--- src/rtl/sync_peak_correlator_pkg.sv ---
// ---------------------------------------------------------------------------
// sync_peak_correlator_pkg
// Shared definitions for the sync-word peak correlator:
//   SYNC_W / SCORE_W : sync word width and match-score width (0..64)
//   corr_state_t     : correlator FSM encoding (IDLE/SEARCH/TRACK/DONE)
//   popcount8        : ones count of one byte
// ---------------------------------------------------------------------------
package sync_peak_correlator_pkg;

    localparam int unsigned SYNC_W  = 64;
    localparam int unsigned SCORE_W = 7;
    localparam int unsigned NBYTE   = SYNC_W / 8;

    typedef enum logic [1:0] {
        IDLE   = 2'd0,
        SEARCH = 2'd1,
        TRACK  = 2'd2,
        DONE   = 2'd3
    } corr_state_t;

    function automatic logic [3:0] popcount8(input logic [7:0] b);
        logic [3:0] c;
        c = '0;
        for (int unsigned i = 0; i < 8; i++) begin
            c = c + {3'b000, b[i]};
        end
        return c;
    endfunction

endpackage

--- src/rtl/sync_peak_correlator_popcount64.sv ---
// ---------------------------------------------------------------------------
// sync_popcount64
// Two-stage registered match counter between the received sync word and the
// reference access code.
//   clk_6M, rstz : clock, asynchronous active-low reset
//   p_1us        : per-bit strobe; sync_in is taken one cycle later
//   sync_in      : sliding received word
//   ref_sync     : reference word
//   s2_vld       : high in the cycle the new total is on score_sum
//   score_sum    : combinational total of the registered byte counts
//   corr_score   : registered total, updates 2 clk_6M after p_1us
// ---------------------------------------------------------------------------
module sync_popcount64
    import sync_peak_correlator_pkg::*;
(
    input  logic               clk_6M,
    input  logic               rstz,
    input  logic               p_1us,
    input  logic [SYNC_W-1:0]  sync_in,
    input  logic [SYNC_W-1:0]  ref_sync,
    output logic               s2_vld,
    output logic [SCORE_W-1:0] score_sum,
    output logic [SCORE_W-1:0] corr_score
);

    logic                 s1_vld;
    logic [3:0]           byte_cnt [NBYTE];
    logic [SYNC_W-1:0]    match_bits;

    assign match_bits = ~(sync_in ^ ref_sync);

    always_ff @(posedge clk_6M or negedge rstz) begin
        if (!rstz) begin
            s1_vld <= 1'b0;
            s2_vld <= 1'b0;
        end else begin
            s1_vld <= p_1us;
            s2_vld <= s1_vld;
        end
    end

    // Stage 1: sampled one cycle after p_1us so the shifted word is used.
    always_ff @(posedge clk_6M or negedge rstz) begin
        if (!rstz) begin
            for (int unsigned i = 0; i < NBYTE; i++) begin
                byte_cnt[i] <= '0;
            end
        end else if (s1_vld) begin
            for (int unsigned i = 0; i < NBYTE; i++) begin
                byte_cnt[i] <= popcount8(match_bits[i*8 +: 8]);
            end
        end
    end

    always_comb begin
        score_sum = '0;
        for (int unsigned i = 0; i < NBYTE; i++) begin
            score_sum = score_sum + {3'b000, byte_cnt[i]};
        end
    end

    // Stage 2
    always_ff @(posedge clk_6M or negedge rstz) begin
        if (!rstz) begin
            corr_score <= '0;
        end else if (s2_vld) begin
            corr_score <= score_sum;
        end
    end

endmodule

--- src/rtl/sync_peak_correlator.sv ---
// ---------------------------------------------------------------------------
// sync_peak_correlator
// Correlates the sliding RX sync word against the access code once per bit,
// qualifies hits against a mismatch threshold while correWindow is open,
// tracks the best score and emits one trigger at the best-aligned bit.
//   clk_6M, rstz        : 6 MHz clock, asynchronous active-low reset
//   p_1us               : per-bit strobe
//   correWindow         : correlation permitted while high
//   sync_in, ref_sync   : received / expected 64-bit words
//   regi_correthreshold : maximum mismatching bits for a hit
//   pscorr_trgp         : one-cycle trigger at the peak
//   corr_score          : latest match count
//   peak_score/peak_pos : best score of the window and its bit index
//   corr_busy           : high in SEARCH or TRACK
//   peak_inv            : (SYNC_CORR_INV_EN only) peak came from ~ref match
// Optional feature macro: SYNC_CORR_INV_EN (inverted sync detection).
// ---------------------------------------------------------------------------
module sync_peak_correlator
    import sync_peak_correlator_pkg::*;
#(
    parameter int unsigned PEAK_WAIT = 2,
    parameter int unsigned WIN_CNT_W = 10
) (
    input  logic                 clk_6M,
    input  logic                 rstz,
    input  logic                 p_1us,
    input  logic                 correWindow,
    input  logic [SYNC_W-1:0]    sync_in,
    input  logic [SYNC_W-1:0]    ref_sync,
    input  logic [5:0]           regi_correthreshold,
    output logic                 pscorr_trgp,
    output logic [SCORE_W-1:0]   corr_score,
    output logic [SCORE_W-1:0]   peak_score,
    output logic [WIN_CNT_W-1:0] peak_pos,
    output logic                 corr_busy
`ifdef SYNC_CORR_INV_EN
    ,
    output logic                 peak_inv
`endif
);

    localparam int unsigned        WAIT_W    = $clog2(PEAK_WAIT + 1);
    localparam logic [WAIT_W-1:0]  WAIT_LOAD = WAIT_W'(PEAK_WAIT);

    corr_state_t          state_q, state_d;
    logic                 s2_vld;
    logic [SCORE_W-1:0]   score_sum;
    logic [SCORE_W-1:0]   thr_floor;
    logic [SCORE_W-1:0]   eff_score;
    logic                 eff_inv;
    logic                 hit;
    logic                 better;
    logic                 wait_last;
    logic [WAIT_W-1:0]    wait_cnt;
    logic [WIN_CNT_W-1:0] win_cnt;

    sync_popcount64 u_popcount (
        .clk_6M     (clk_6M),
        .rstz       (rstz),
        .p_1us      (p_1us),
        .sync_in    (sync_in),
        .ref_sync   (ref_sync),
        .s2_vld     (s2_vld),
        .score_sum  (score_sum),
        .corr_score (corr_score)
    );

    // Qualification uses score_sum, the value corr_score takes on this edge.
    always_comb begin
        thr_floor = SCORE_W'(SYNC_W) - {1'b0, regi_correthreshold};
        eff_score = score_sum;
        eff_inv   = 1'b0;
        hit       = (score_sum >= thr_floor);
`ifdef SYNC_CORR_INV_EN
        if ((SCORE_W'(SYNC_W) - score_sum) > score_sum) begin
            eff_score = SCORE_W'(SYNC_W) - score_sum;
            eff_inv   = 1'b1;
        end
        hit = hit || (score_sum <= {1'b0, regi_correthreshold});
`endif
        better    = hit && (eff_score > peak_score);
        wait_last = (wait_cnt <= WAIT_W'(1));
    end

    // State register
    always_ff @(posedge clk_6M or negedge rstz) begin
        if (!rstz) begin
            state_q <= IDLE;
        end else begin
            state_q <= state_d;
        end
    end

    // Next state; a window close takes priority over any in-flight result.
    always_comb begin
        state_d = state_q;
        unique case (state_q)
            IDLE:   if (correWindow) state_d = SEARCH;
            SEARCH: begin
                if (!correWindow)         state_d = IDLE;
                else if (s2_vld && hit)   state_d = TRACK;
            end
            TRACK: begin
                if (!correWindow)                          state_d = IDLE;
                else if (s2_vld && !better && wait_last)   state_d = DONE;
            end
            DONE:   if (!correWindow) state_d = IDLE;
            default: state_d = IDLE;
        endcase
    end

    // Outputs
    always_comb begin
        corr_busy   = (state_q == SEARCH) || (state_q == TRACK);
        pscorr_trgp = (state_q == TRACK) &&
                      (!correWindow || (s2_vld && !better && wait_last));
    end

    // Window counter, wait counter and peak registers
    always_ff @(posedge clk_6M or negedge rstz) begin
        if (!rstz) begin
            win_cnt    <= '0;
            wait_cnt   <= '0;
            peak_score <= '0;
            peak_pos   <= '0;
`ifdef SYNC_CORR_INV_EN
            peak_inv   <= 1'b0;
`endif
        end else begin
            if (state_q == IDLE && correWindow) begin
                win_cnt    <= '0;
                wait_cnt   <= '0;
                peak_score <= '0;
                peak_pos   <= '0;
`ifdef SYNC_CORR_INV_EN
                peak_inv   <= 1'b0;
`endif
            end else if ((state_q == SEARCH || state_q == TRACK) &&
                         correWindow && s2_vld) begin
                if (win_cnt != '1) begin
                    win_cnt <= win_cnt + 1'b1;
                end
                if ((state_q == SEARCH) ? hit : better) begin
                    peak_score <= eff_score;
                    peak_pos   <= win_cnt;
                    wait_cnt   <= WAIT_LOAD;
`ifdef SYNC_CORR_INV_EN
                    peak_inv   <= eff_inv;
`endif
                end else if (state_q == TRACK && wait_cnt != '0) begin
                    wait_cnt <= wait_cnt - 1'b1;
                end
            end
        end
    end

`ifndef SYNC_CORR_INV_EN
    logic unused_inv;
    assign unused_inv = eff_inv;
`endif

endmodule

--- config.mk ---
export PLATFORM = sky130hd
export DESIGN_NAME = sync_peak_correlator
export DESIGN_NICKNAME = d
export VERILOG_FILES = /design/src/rtl/sync_peak_correlator_pkg.sv /design/src/rtl/sync_peak_correlator_popcount64.sv /design/src/rtl/sync_peak_correlator.sv
export SDC_FILE = /design/constraint.sdc
export NUM_CORES = 1
export LEC_CHECK = 0
export ABC_CLOCK_PERIOD_IN_PS = 14840
export CAP_MARGIN = 15
export CORE_MARGIN = 2
export CORE_UTILIZATION = 53
export CTS_CLUSTER_DIAMETER = 60
export DETAILED_ROUTE_END_ITERATION = 8
export MAX_ROUTING_LAYER = met4
export PLACE_DENSITY = 0.87
export REMOVE_ABC_BUFFERS = 1
export SYNTH_ARGS = -nofsm -noshare
export SYNTH_HDL_FRONTEND = slang
export SYNTH_HIERARCHICAL = 1
export SYNTH_SLANG_ARGS = --single-unit
--- constraint.sdc ---
create_clock -name clk_6M -period 14.84 [get_ports clk_6M]
set_clock_uncertainty 0.2 [all_clocks]
set_input_delay 2.968 -clock clk_6M [delete_from_list [all_inputs] [get_ports clk_6M]]
set_output_delay 2.968 -clock clk_6M [all_outputs]
set_load 0.05 [all_outputs]
==> results by group <==
Outcome
  – Status: finished clean

Clock network
  – Root Driver: clkbuf_8
  – CTS sink count: 72
  – Clock transition at path regs: 0.08 ns
  – TritonCTS clock tree: yes
  – Post-CTS Hold Buffers: 0
  – H-tree depth: 3
  – Num CTS Buffers: 9
  – Post-CTS Setup Inserts: 0
  – Clk buf depth: 2
  – Post_cts resized: 0
  – Clk_lat worst skew: 0.36 ns

STA
  – Tmin final: 9.40 ns
  – Final setup fails: 0
  – WHS: 0.297 ns
  – Pins over their slew limit: 0
  – Slew HR: 39.6%
  – RSZ-0062 raised after global routing: no
  – Setup TNS Final: 0 ns
  – Slew @ Worst Pin: 0.907 ns
  – Max Fclk: 106 MHz
  – Final Cycle Share: 63.3%
  – Final Hold Vio Count: 0

Synth
  – Area contributors post-synth: dfrtp_1, fa_1, ha_1, inv_1, xnor2_1
  – Seq cells post-synth: 72
  – Synthesis warning total: 6
  – Cell taking the most area after synthesis: dfrtp_1
  – Post-synth EDFFs: 0
  – Ys async rst share: 100%
  – Cell with the most instances after synthesis: inv_1
  – Syn avg cell area: 10.5 µm²
  – Seq/Total Area, Yosys: 30.3%
  – Post-synthesis instance area: 0.00595 mm²
  – Mapped Cells: 569
  – Most common library cells after synthesis: inv_1, dfrtp_1, fa_1
  – Top_reg_cell synth: dfrtp_1
  – Yosys cell types: 49
  – Top-area cell type share of the netlist area: 30.3%

GRT
  – Total GRT Usage: 23.7%
  – GR Overflow Total: 0
  – First-pass GRT wire length: 21.5 mm
  – Largest net degree at the start of global routing: 73
  – Initial antenna violation count: 0
  – Vias in the first global route: 4884

Setup path
  – Kind of critical path: flop to primary output
  – CP arrival: 6.23 ns
  – Crit path max fanout: 4
  – Critical Path Sink Type: primary output
  – Worst Setup Start Kind: flop
  – R2r worst-path depth: 18
  – Crit path required time: 11.67 ns

Placement
  – Gpl congestion: 0.850
  – IO buf count: 163
  – HPWL Detailed: 10.3 mm

Detailed routing
  – DRT Wirelength: 12.8 mm
  – First-pass DRT Iterations: 4
  – Vias post-DR: 4511
  – Wire length per cell: 14.6 µm
  – Final ANT Viol Nets: 0
  – Residual DRC: 0
  – Iter 0 DRT Violations: 195
  – Routed vias/inst: 5.16

Layout
  – Syn-to-layout area delta: 32.5%
  – Antenna diode count: 0
  – Final #Nets: 977
  – Fillers: 758
  – Layout cell share with drive strength beyond 1: 5.17%

Hold path
  – Hold path cells: 2
  – Hold WC Path Type: flop to flop

Floorplanning
  – # IOs: 164
  – Chip height: 110 µm
  – Die X: 110 µm
  – Die area: 0.0121 mm²
  – Core ar.: 0.0109 mm²
  – Core Rows: 38
  – Starting density of the core: 54.7%

Flow run
  – Max-cap viol count: 0
kinds of logic (layout without fill, tap and decap cells):
family / after synthesis / count (layout) / share of synthesized area (%)
buf+inv: 124 / 290 / 8.59
fa+ha+maj: 109 / 109 / 29.8
xor+xnor: 85 / 85 / 12.5
compound gates: 82 / 82 / 9.37
simple gates: 82 / 82 / 6.62
flops: 72 / 72 / 30.3
mux: 15 / 15 / 2.82
routing by layer:
metal | share of wire (%) | wire [µm] | global-route usage (%)
met1 | 37 | 4720 | 25.8
met2 | 56 | 7220 | 43.6
met3 | 4.5 | 576 | 3.06
met4 | 2.1 | 268 | 9.49
met5 | 0 | 0 | -
per-stage QoR:
| step | utilization (%) | setup slack (ns) | instance area (µm²) | std cells |
|---|---|---|---|---|
| 2_1_floorplan | - | 6.10 | 5860 | 556 |
| 3_3_place_gp | 70.4 | 5.78 | 7660 | 859 |
| 3_5_place_dp | 70.4 | 5.68 | 7660 | 859 |
| 4_1_cts | 72.5 | 5.42 | 7890 | 875 |
| 5_1_grt | 72.5 | 5.13 | 7890 | 875 |
| 6_report | 72.5 | 5.44 | 7890 | 875 |
layout make-up:
type / count / area (µm²) / area share (%)
inverters: 111 / 417 / 5.28
well taps: 140 / 175 / 2.22
multi-input cells: 373 / 3640 / 46.1
clock inverters: 7 / 103 / 1.30
clock buffers: 9 / 124 / 1.57
repair buffers: 163 / 1630 / 20.6
flip-flops and latches: 72 / 1800 / 22.8
flip-flops by register name, indices dropped and copies added (netlist names):
name and cells:
u_popcount/byte_cnt 32, u_popcount/s2_vld 1, peak_score 7, peak_pos 10, state_q 2, win_cnt 10
u_popcount/s1_vld 1, wait_cnt 2, u_popcount/corr_score 7
final timing paths:
| check | slack [ns] | startpoint | to |
|---|---|---|---|
| setup / recovery | 5.44 | u_popcount/byte_cnt[2]$_DFFE_PN0P_ | pscorr_trgp |
| hold / removal | 0.30 | u_popcount/corr_score[5]$_DFFE_PN0P_ | u_popcount/corr_score[5]$_DFFE_PN0P_ |
| setup reg to reg | 8.83 | u_popcount/byte_cnt[2]$_DFFE_PN0P_ | peak_score[0]$_DFFE_PN0P_ |
| hold reg to reg | 0.30 | u_popcount/corr_score[5]$_DFFE_PN0P_ | u_popcount/corr_score[5]$_DFFE_PN0P_ |
| max in group asynchronous | 11.30 | rstz | u_popcount/s1_vld$_DFF_PN0_ |
| min in group asynchronous | 2.51 | rstz | peak_score[6]$_DFFE_PN0P_ |
placed cells by master, fill, tap and decap left out, types with 3 or more instances in the layout:
cell type / netlist / final
nand3_1: 9 / 9
clkbuf_8: 0 / 9
clkdlybuf4s50_1: 0 / 162
nand2_1: 34 / 34
and3_1: 3 / 3
nor2_1: 17 / 17
xnor2_1: 43 / 43
o22ai_1: 9 / 9
ha_1: 54 / 54
fa_1: 55 / 55
xor2_1: 42 / 42
dfrtp_1: 72 / 71
inv_1: 111 / 111
a22o_1: 17 / 17
a21oi_1: 19 / 19
o21ai_0: 19 / 19
mux2_2: 10 / 10
mux2i_1: 4 / 4
nand4_1: 7 / 7
worst max-delay path, stage by stage (launching register included):
cell,delay (ns)
dfrtp_1,0.34
inv_1,0.06
fa_1,0.54
inv_1,0.06
fa_1,0.50
fa_1,0.54
inv_1,0.06
fa_1,0.55
inv_1,0.05
ha_1,0.22
fa_1,0.40
xor2_1,0.41
ha_1,0.34
a211oi_2,0.23
nor2_1,0.09
o32ai_2,0.27
o221ai_1,0.18
a21boi_0,0.21
clkdlybuf4s50_1,0.83
Power is left out: the tool's default activity adds up to more than one toggle a clock period on the data nets, which glitch-free logic cannot reach.
